File: src/rtl/mul_pkg.sv
// Shared types and sizing helpers for the radix-4 Booth multiplier controller.
package mul_pkg;

    localparam int unsigned MulWidth = 32;

    typedef enum logic [1:0] {StIdle, StExec, StDone} state_e;

    typedef enum logic [2:0] {BZero, BPm, BP2m, BNm, BN2m} booth_op_e;

    // Iteration counter must hold WIDTH/2-1; never narrower than one bit.
    function automatic int unsigned cnt_width(input int unsigned width);
        return (width / 2 > 1) ? $clog2(width / 2) : 1;
    endfunction

    localparam int unsigned MulCntW = cnt_width(MulWidth);

endpackage

File: src/rtl/booth_r4_enc.sv
// Radix-4 Booth recoder: maps {q[i+1], q[i], q[i-1]} to 0, +-M or +-2M, sign-extended to WIDTH+2.
module booth_r4_enc import mul_pkg::*; #(
    parameter int unsigned WIDTH = MulWidth
) (
    input  logic [2:0]       bits_i,
    input  logic [WIDTH-1:0] m_i,
    output logic [WIDTH+1:0] term_o
);

    booth_op_e        op;
    logic [WIDTH+1:0] m1;
    logic [WIDTH+1:0] m2;

    assign m1 = {{2{m_i[WIDTH-1]}}, m_i};
    assign m2 = {m_i[WIDTH-1], m_i, 1'b0};

    always_comb begin
        op = BZero;
        case (bits_i)
            3'b001, 3'b010: op = BPm;
            3'b011:         op = BP2m;
            3'b100:         op = BN2m;
            3'b101, 3'b110: op = BNm;
            default:        op = BZero;
        endcase
    end

    always_comb begin
        term_o = '0;
        unique case (op)
            BPm:     term_o = m1;
            BP2m:    term_o = m2;
            BNm:     term_o = -m1;
            BN2m:    term_o = -m2;
            default: term_o = '0;
        endcase
    end

endmodule

File: src/rtl/booth_mul_ctrl.sv
// Start/done sequencer for the iterative radix-4 Booth signed multiplier.
// Owns the operand, accumulator and result registers; all outputs are registered.
module booth_mul_ctrl import mul_pkg::*; #(
    parameter int unsigned WIDTH = MulWidth
) (
    input  logic               clk_i,
    input  logic               reset_i,
    input  logic               op_start_i,
    input  logic               op_clear_i,
    input  logic [WIDTH-1:0]   multiplicand_i,
    input  logic [WIDTH-1:0]   multiplier_i,
    output logic               busy_o,
    output logic               op_done_o,
    output logic [2*WIDTH-1:0] result_o
);

    localparam int unsigned    CntW    = cnt_width(WIDTH);
    localparam int unsigned    AccW    = WIDTH + 2;
    localparam logic [CntW-1:0] LastCnt = CntW'(WIDTH / 2 - 1);

    state_e             state_q;
    logic [WIDTH-1:0]   m_q;
    logic [AccW-1:0]    acc_q, acc_d;
    logic [WIDTH-1:0]   lo_q, lo_d;
    logic               qm1_q, qm1_d;
    logic [CntW-1:0]    cnt_q;
    logic [2*WIDTH-1:0] result_q;
    logic               busy_q;
    logic               done_q;
    logic [AccW-1:0]    term;
    logic [AccW-1:0]    sum;

    booth_r4_enc #(
        .WIDTH (WIDTH)
    ) u_enc (
        .bits_i ({lo_q[1:0], qm1_q}),
        .m_i    (m_q),
        .term_o (term)
    );

    // One iteration: add the recoded term, then arithmetic shift {acc, lo, q_m1} right by 2.
    always_comb begin
        sum   = acc_q + term;
        acc_d = {{2{sum[AccW-1]}}, sum[AccW-1:2]};
        lo_d  = {sum[1:0], lo_q[WIDTH-1:2]};
        qm1_d = lo_q[1];
    end

    always_ff @(posedge clk_i or posedge reset_i) begin
        if (reset_i) begin
            state_q  <= StIdle;
            m_q      <= '0;
            acc_q    <= '0;
            lo_q     <= '0;
            qm1_q    <= 1'b0;
            cnt_q    <= '0;
            result_q <= '0;
            busy_q   <= 1'b0;
            done_q   <= 1'b0;
        end else if (op_clear_i) begin
            state_q  <= StIdle;
            acc_q    <= '0;
            lo_q     <= '0;
            qm1_q    <= 1'b0;
            cnt_q    <= '0;
            result_q <= '0;
            busy_q   <= 1'b0;
            done_q   <= 1'b0;
        end else begin
            done_q <= 1'b0;
            unique case (state_q)
                StIdle: begin
                    busy_q <= op_start_i;
                    if (op_start_i) begin
                        m_q     <= multiplicand_i;
                        acc_q   <= '0;
                        lo_q    <= multiplier_i;
                        qm1_q   <= 1'b0;
                        cnt_q   <= '0;
                        state_q <= StExec;
                    end
                end
                StExec: begin
                    busy_q <= 1'b1;
                    acc_q  <= acc_d;
                    lo_q   <= lo_d;
                    qm1_q  <= qm1_d;
                    cnt_q  <= cnt_q + 1'b1;
                    if (cnt_q == LastCnt) begin
                        state_q <= StDone;
                    end
                end
                StDone: begin
                    busy_q   <= 1'b1;
                    result_q <= {acc_q[WIDTH-1:0], lo_q};
                    done_q   <= 1'b1;
                    state_q  <= StIdle;
                end
                default: begin
                    busy_q  <= 1'b0;
                    state_q <= StIdle;
                end
            endcase
        end
    end

    assign busy_o    = busy_q;
    assign op_done_o = done_q;
    assign result_o  = result_q;

endmodule

File: config.mk
export PLATFORM = sky130hd
export DESIGN_NAME = booth_mul_ctrl
export DESIGN_NICKNAME = d
export VERILOG_FILES = /design/src/rtl/mul_pkg.sv /design/src/rtl/booth_r4_enc.sv /design/src/rtl/booth_mul_ctrl.sv
export SDC_FILE = /design/constraint.sdc
export NUM_CORES = 1
export LEC_CHECK = 0
export CAP_MARGIN = 0
export CORE_MARGIN = 4
export CORE_UTILIZATION = 60
export DETAILED_ROUTE_END_ITERATION = 10
export PLACE_DENSITY = 0.86
export REMOVE_ABC_BUFFERS = 1
export SLEW_MARGIN = 25
export SYNTH_ARGS = -nofsm -noshare
export SYNTH_HDL_FRONTEND = slang
export SYNTH_SLANG_ARGS = --single-unit
File: constraint.sdc
create_clock -name clk_i -period 16.98 [get_ports clk_i]
set_clock_uncertainty 0.2 [all_clocks]
set_input_delay 5.094 -clock clk_i [delete_from_list [all_inputs] [get_ports clk_i]]
set_output_delay 5.094 -clock clk_i [all_outputs]
set_load 0.01 [all_outputs]
=== Word level (Yosys, flattened, before mapping) ===
Cells that the tools add are included.
W data, S select, Z words.

* Flip-flop bits (word level): 171
* Latch bits: 0
* RAM bits: 0
* ROM bits: 0
* Input bits: 68
* Output and inout bits: 66
* Logic and storage cells: 62
* Memories: 0

* $add $sub $neg: 4
* Multipliers: 0
* Divide/modulo/power cells: 0
* $lt $le $gt $ge: 0
* Equal/unequal tests: 15
* Shift-type cells: 0
* Multiplexer cells: 24
* Bitwise logic cells: 1
* Reduce and logical (&&, ||, !) cells: 9

{| class="wikitable"
|+ Operators with widths
! operator !! number
|-
| $pmux W34 S4 || 1
|-
| $mux W64 || 2
|-
| $mux W34 || 2
|-
| $neg A34 Y34 || 2
|-
| $pmux W34 S2 || 1
|-
| $mux W32 || 2
|-
| $pmux W32 S2 || 1
|-
| $add A34 B34 Y34 || 1
|-
| $eq A3 B2 Y1 const B || 4
|-
| $eq A3 B3 Y1 const B || 4
|-
| $pmux W3 S4 || 1
|-
| $mux W4 || 2
|-
| $pmux W4 S2 || 1
|-
| $eq A3 B1 Y1 const B || 2
|-
| $mux W2 || 3
|-
| $ne A3 B3 Y1 const B || 2
|-
| $reduce_or A2 Y1 || 3
|-
| $mux W1 || 5
|-
| $add A4 B1 Y4 const B || 1
|-
| $eq A4 B4 Y1 const B || 1
|-
| $pmux W1 S2 || 2
|-
| $pmux W2 S2 || 1
|-
| $reduce_and A2 Y1 || 2
|-
| $reduce_and A3 Y1 || 1
|-
| 6 further kinds || 6
|}

=== Logic depth before layout (Yosys ltp) ===
Gate-level depths: netlist of the first run.

* Word-level depth: 8
* Mapped depth: 22
* Gate-level depth less buffers: 21

=== Cells and area by module ===
Synthesis of the first run repeated with hierarchy kept, for this count alone.

* Cell total of the unflattened synthesis: 1099
* Area total of the unflattened synthesis: 10401.2 µm²

{| class="wikitable"
|+ By module, submodules not included
! module !! instances !! cells an instance !! area an instance (µm²) !! sequential area each (µm²)
|-
| booth_mul_ctrl || 1 || 802 || 8609.5 || 4229.1
|-
| booth_r4_enc || 1 || 297 || 1791.7 || 0.0
|}

=== Least setup slack after synthesis of the first run ===
OpenSTA, ideal clock, no wires.

* Path kind: in2reg
* From: input op_start_i
* To: register acc_q[32]
* Setup time: 116 ps
* Arrival time: 6105 ps
* Data required time: 16664 ps
* Path slack: 10559 ps
* Stages on the path: 5
* Path buffers: 2
* Path through: a211oi_1 clkbuf_1 clkbuf_1 nand2_1 o311ai_0

* Longest elaborated chain between the ends: 2

{| class="wikitable"
|+ RTL lines
! item !! line !! source
|-
| start, declared || booth_mul_ctrl.sv:8 || <nowiki>input logic op_start_i,</nowiki>
|-
| $ne A3 B3 Y1 (no source line) || -- ||
|-
| $reduce_and A2 Y1 (no source line) || -- ||
|-
| end signal, assigned || booth_mul_ctrl.sv:53 || <nowiki>acc_q <= '0;</nowiki>
|-
| end signal, assigned || booth_mul_ctrl.sv:62 || <nowiki>acc_q <= '0;</nowiki>
|-
| end signal, assigned || booth_mul_ctrl.sv:76 || <nowiki>acc_q <= '0;</nowiki>
|-
| end, declared || booth_mul_ctrl.sv:23 || <nowiki>logic [AccW-1:0] acc_q, acc_d;</nowiki>
|}

No other way between the ends.
A chain may end at the register's enable or synchronous reset.

=== Final worst setup path of the first run ===
* From: input op_clear_i
* To: register acc_q[28]

* Longest elaborated chain between the ends: 2
* Elaborated cells on any way between the ends: 4
* Classes of those cells: 1 x eq/ne; 1 x mux; 2 x reduce/logical

{| class="wikitable"
|+ RTL lines
! item !! line !! source
|-
| start, declared || booth_mul_ctrl.sv:9 || <nowiki>input logic op_clear_i,</nowiki>
|-
| $ne A3 B3 Y1 (no source line) / $reduce_bool A3 Y1 (equally long branches) || -- ||
|-
| $reduce_and A2 Y1 (no source line) || -- ||
|}

Parallel ways exist; a longest one is shown, timed or not.

==> results of run 1 <==
[flip-flops by register name (all words and copies together) (netlist names)]
register,cells
acc_q,32
qm1_q,1
op_done_o,1
m_q,32
state_q,2
cnt_q,4
result_o,64
busy_o,1
lo_q,32
[final cells by class]
cell class | count | share of cell area [%]
Clock inverter | 12 | 0.861
Tap cell | 225 | 2.28
Inverter | 23 | 0.739
Sequential cell | 169 | 34.2
Multi-Input combinational cell | 860 | 46.9
Timing Repair Buffer | 142 | 11.4
Clock buffer | 20 | 3.61
[power groups by stage]
stage	combinational, mW	clock [mW]	sequential (mW)
floorplan	0.431	0	0.563
CTS	0.580	0.376	0.582
finish	0.588	0.370	0.585
global route	0.645	0.394	0.598
global placement	0.559	0	0.583
detailed placement	0.574	0	0.588
[kinds of logic after synthesis]
| logic type | Yosys count | synth area share, % |
|---|---|---|
| simple gates | 338 | 14.8 |
| compound gates | 291 | 17.5 |
| flops | 169 | 40.4 |
| mux | 132 | 13.0 |
| buf+inv | 101 | 4.40 |
| xor+xnor | 58 | 4.86 |
| fa+ha+maj | 41 | 4.98 |
[per-stage QoR]
stage / std cells / hold slack, ps / total power, mW
2_1_floorplan: 1052 / 251 / 0.993
3_3_place_gp: 1419 / 272 / 1.14
3_5_place_dp: 1419 / 292 / 1.16
4_1_cts: 1451 / 316 / 1.54
5_1_grt: 1451 / 338 / 1.64
6_report: 1451 / 316 / 1.54
[metal layers]
layer  vias up  wire (µm)  GRT usage (%)
li1       4206          -              -
met3        48       1770           5.09
met5         -          0              0
met1      4341      11400           38.0
met2       379      12300           42.8
met4         0        409           6.53
[critical path, cell delays in order]
cell	delay, ps
buf_4	290
buf_4	650
a211oi_4	50
nand2b_2	510
a221oi_1	320
o21ai_0	120
o21ai_0	140
[layout by cell type, fill, tap and decap left out, types with 3 or more instances in the layout]
master           count
o211ai_1             4
and3_1               5
o21bai_1             8
o221ai_1             6
buf_4                8
o31ai_1             43
nand4_1              6
nor3_1              18
or2_2                3
nand2b_1             9
nand3_1             13
xor2_1              30
inv_6                5
or3_1                5
o21ai_0             97
or4_1                3
ha_1                38
o22ai_1              6
inv_8                3
clkbuf_16           17
dfrtp_1            169
and4_1               3
a221oi_1             5
nor2b_1              7
a21oi_1             56
a31oi_1              9
nand2_1            129
nor4_1               4
a211oi_1             3
clkdlybuf4s50_1    132
nor3b_1              4
mux2i_1            100
xnor2_1             28
inv_1               22
mux2_2              32
o21a_1               4
a22oi_1             10
nor2_1             111
a21o_1              19
[how the worst min path moves through the flow]
stage                     start          end
finish                  lo_q[8]      lo_q[8]
global route        result_o[9]  result_o[9]
CTS                     lo_q[9]      lo_q[9]
detailed placement      lo_q[6]      lo_q[6]
global placement       cnt_q[3]     cnt_q[3]
floorplan              cnt_q[3]     cnt_q[3]
==> flow_summary.toml, run 1 <==
[outcome]
status = "finished clean"

[job]
cap_violations = 0

[setup_path]
worstReg2RegStart = "m_q[1]"
worstPathArrival_ps = 7200
reg2reg_slack_ps = 11340
cp-startpoint = "op_clear_i"
r2r_end = "acc_q[32]"
critPathKind = "in2reg"
endpoint = "acc_q[28]"
crit_required_ps = 17140
end_kind = "flop"
critical_path.max_fanout = 75
startpoint_type = "input port"
r2r_cells = 18

[floorplanning]
io_pins = 134
core_um2 = 17200
start_util_pct = 60.9
fp-row-count = 48
die_h_um = 140
die-area_um2 = 19600
die_w_um = 140

[placed_design]
dp_hpwl_mm = 17.7
globalplace.congestion = 0.911
dpl_cell_area_um2 = 11800
port-buffer-count = 133
dpl_worst_slack_ps = 9180

[synthesis]
synth_edf_count = 0
yosys-top-cells-count = "169 x dfrtp_1, 129 x nand2_1, 111 x nor2_1"
async_reset_ff_share_pct = 100
syn-cell-area_um2 = 10500
synth_ff_type = "dfrtp_1"
syn_area_per_cell_um2 = 9.25
synth.top_cell.area_share_pct = 40.4
ys_seq_elements = 169
yosysSeqAreaShare_pct = 40.4
yosys-top-cells-area = "dfrtp_1 40%, mux2i_1 9.6%, ha_1 4.8%"
synth_cells = 1130
ys_types = 71
yosysTopAreaCell = "dfrtp_1"
synth_most_common_cell = "dfrtp_1"
ys.warnings.count = 0

[pwr]
switchingPower_mw = 0.621
comb_power_share_pct = 38.1
power_density_nw_per_um2 = 125
ir_worst_vdd_uv = 85.1
clockPowerShare_pct = 24.0
power.share.sequential_pct = 37.9
p_leak_nw = 5.25
swShare_pct = 40.2
p_int_mw = 0.922

[clock_network]
cts.clk_slew.worst_paths_ps = 70
clk_latency_ps = 440
cts_htree_levels = 4
clock-sinks = 169
cts.root.buffer_cell = "clkbuf_16"
cts_resized = 0
clock_path_buffers = 2
cts_setup_buffers = 0
cts_tree = "yes"
cts_hold_buf = 0
cts_made_buffers = 17

[grt]
grt_pass1_wl_mm = 43.3
track_usage_pct = 26.8
grt_max_degree = 111
antenna_found_initial = 0
grt_overflow = 0
grt_pass1_vias = 8389

[sta]
relSlewSlack_pct = 41.6
fin_setup_tns_ps = 0
worst_pin_slew_ps = 876
rsz0062_at_grt = "no"
finalHoldViolCount = 0
max_freq_mhz = 142
period_needed_ps = 7040
setup_viol = 0
fin_crit_sh_pct = 41.5
slew_viol_final = 0
worst_slack_ps = 9940

[drt]
routed_via_density = 6.18
drc_errors = 0
routedWlPerCell_um = 17.8
first_pass_iters = 7
ant_nets = 0
drt_iter0_markers = 1220
drt_wl_total_mm = 25.9
vias = 8974

[hold_path]
hold_path_class = "reg2reg"
holdPathStages = 2

[cells_and_area]
regArea_um2 = 4230
fill_cells = 1298
drive_above_1_share_pct = 7.67
syn_to_final_growth_pct = 18.2
antenna_cells = 0
nets = 1322
multiInputGateArea_um2 = 5800
utilization_pct = 71.9
final_area_um2 = 12400
No activity file was read; power rests on OpenSTA's default activity.
==> run 2, diff against run 1 <==
--- a/config.mk
+++ b/config.mk
@@ -7,9 +7,9 @@
 export LEC_CHECK = 0
 export CAP_MARGIN = 0
 export CORE_MARGIN = 4
-export CORE_UTILIZATION = 60
+export CORE_UTILIZATION = 51
 export DETAILED_ROUTE_END_ITERATION = 10
-export PLACE_DENSITY = 0.86
+export PLACE_DENSITY = 0.77
 export REMOVE_ABC_BUFFERS = 1
 export SLEW_MARGIN = 25
 export SYNTH_ARGS = -nofsm -noshare
==> constraint.sdc (replaced) <==
create_clock -name clk_i -period 5.8 [get_ports clk_i]
set_clock_uncertainty 0.2 [all_clocks]
set_input_delay 1.74 -clock clk_i [delete_from_list [all_inputs] [get_ports clk_i]]
set_output_delay 1.74 -clock clk_i [all_outputs]
set_load 0.01 [all_outputs]
==> flow_summary.toml, run 2 (synthesis results as in run 1) <==
[cells_and_area]
final_cell_mix = "169 x dfrtp_1, 132 x clkdlybuf4s50_1, 129 x nand2_1, 111 x nor2_1, 100 x mux2i_1"
fill_cells = 1715
syn_to_final_growth_pct = 19.4
final_common_cell = "dfrtp_1"
regArea_um2 = 4230
antenna_cells = 0
largest_reg_flops = 64
nets = 1327
multiInputGateArea_um2 = 5800
drive_above_1_share_pct = 8.20

[drt]
drc_errors = 0
first_pass_iters = 7
routed_via_density = 5.86
drt_iter0_markers = 855
routedWlPerCell_um = 17.6
drt_wl_total_mm = 26.4
vias = 8799
ant_nets = 0

[sta]
fin_crit_sh_pct = 90.5
relSlewSlack_pct = 38.6
worst_slack_ps = 549
worst_pin_slew_ps = 922
setup_viol = 0
max_freq_mhz = 190
period_needed_ps = 5250
slew_viol_final = 0
rsz0062_at_grt = "no"
finalHoldViolCount = 0

[setup_path]
critPathKind = "reg2reg"
critical_path.max_fanout = 8
worstReg2RegStart = "m_q[0]"
cpLargestDelayFamily = "simple AND/OR/NAND/NOR gates"
worstSetupPathDepth = 20
path_cells = "inv_1 > ha_1 > or3b_2 > nor2_1 > nand3_2 > or4_4 > nor3_1 > o21ai_0 > a21oi_1 > o21ai_0 > o21ai_0 > ha_1 > a21oi_1 > o21ai_0 > nor3_1 > o311ai_0 > nand2_1 > a41oi_1 > xor2_1 > o311ai_0"
cpMostUsedCell = "o21ai_0"
critPathMaxStageDelay_ps = 500
crit_slowest_cell = "or3b_2"
worstPathArrival_ps = 5370
startpoint_type = "flop"
end_kind = "flop"
crit_buf_inv = 1
r2r_cells = 20
cp-startpoint = "m_q[0]"
crit_required_ps = 5920

[floorplanning]
io_pins = 134
die_w_um = 151
start_util_pct = 51.8
fp-row-count = 52
die_h_um = 151
die-area_um2 = 22900
core_um2 = 20200

[grt]
antenna_found_initial = 0
track_usage_pct = 23.4
grt_pass1_vias = 8407
grt_overflow = 0
grt_max_degree = 99
grt_pass1_wl_mm = 43.1

[pwr]
p_leak_nw = 5.30
power_density_nw_per_um2 = 367
ir_worst_vdd_uv = 214
total_power_mw = 4.59

[hold_path]
hold_start = "cnt_q[3]"
holdPathStages = 1
hold_path_class = "reg2reg"

[placed_design]
dp_hpwl_mm = 18.7
globalplace.congestion = 0.954
port-buffer-count = 133
dpl_worst_slack_ps = 647

[clock_network]
cts_hold_buf = 0
cts.clk_slew.worst_paths_ps = 70
cts_resized = 0
cts_made_buffers = 17
clock_path_buffers = 2
clock-sinks = 169
clk_latency_ps = 440
cts_setup_buffers = 0
cts_tree = "yes"
cts.root.buffer_cell = "clkbuf_16"
cts_htree_levels = 4

[outcome]
status = "finished clean"

[job]
cap_violations = 0
run 2: cell count changes in the layout (fill, tap and decap cells not counted), moves of 2 or more:
cell	before	now
buf_4	8	15
buf_6	2	0
clkbuf_1	2	0
clkinv_8	0	3
inv_6	5	7
run 2: report_power, final:
group | switching [mW] | internal (mW) | leakage, nW | total (mW)
Clock | 0.541 | 0.616 | 0.292 | 1.16
Sequential | 0.323 | 1.39 | 2.25 | 1.71
Combinational | 0.974 | 0.746 | 2.75 | 1.72
run 2: final cells by class:
cell class / count / area share, %
inverter: 23 / 0.731
sequential: 169 / 33.9
tap: 270 / 2.70
multi-input combinational: 860 / 46.4
timing repair buffer: 147 / 11.5
clock inverter: 15 / 1.40
clock buffer: 17 / 3.41
run 2: final timing paths:
check                              endpoint  slack, ps
worst max-delay path              acc_q[32]        550
worst min-delay path               cnt_q[3]        310
worst max register to register    acc_q[32]        550
worst min register to register     cnt_q[3]        310
max in group asynchronous           m_q[19]       2720
min in group asynchronous       result_o[6]       1660
run 2: per-layer routing:
metal  GRT usage (%)  vias to the layer above  wire (µm)
met5               0                        -          0
met4            5.71                        0        430
met3            3.53                       53       1690
met2            36.9                      309      12100
met1            34.0                     4216      12200
li1                -                     4221          -
run 2: metrics by stage:
stage / instances / setup TNS, ps / area, µm² / utilization (%) / hold WS [ps]
after CTS: 1501 / 0 / 12500 / 61.9 / 301
after detailed placement: 1469 / 0 / 11900 / 58.9 / 295
after global routing: 1501 / 0 / 12500 / 61.9 / 313
final: 1501 / 0 / 12500 / 61.9 / 307
after global placement: 1469 / 0 / 11900 / 58.9 / 269
after floorplan: 1052 / -322940 / 10100 / - / 251
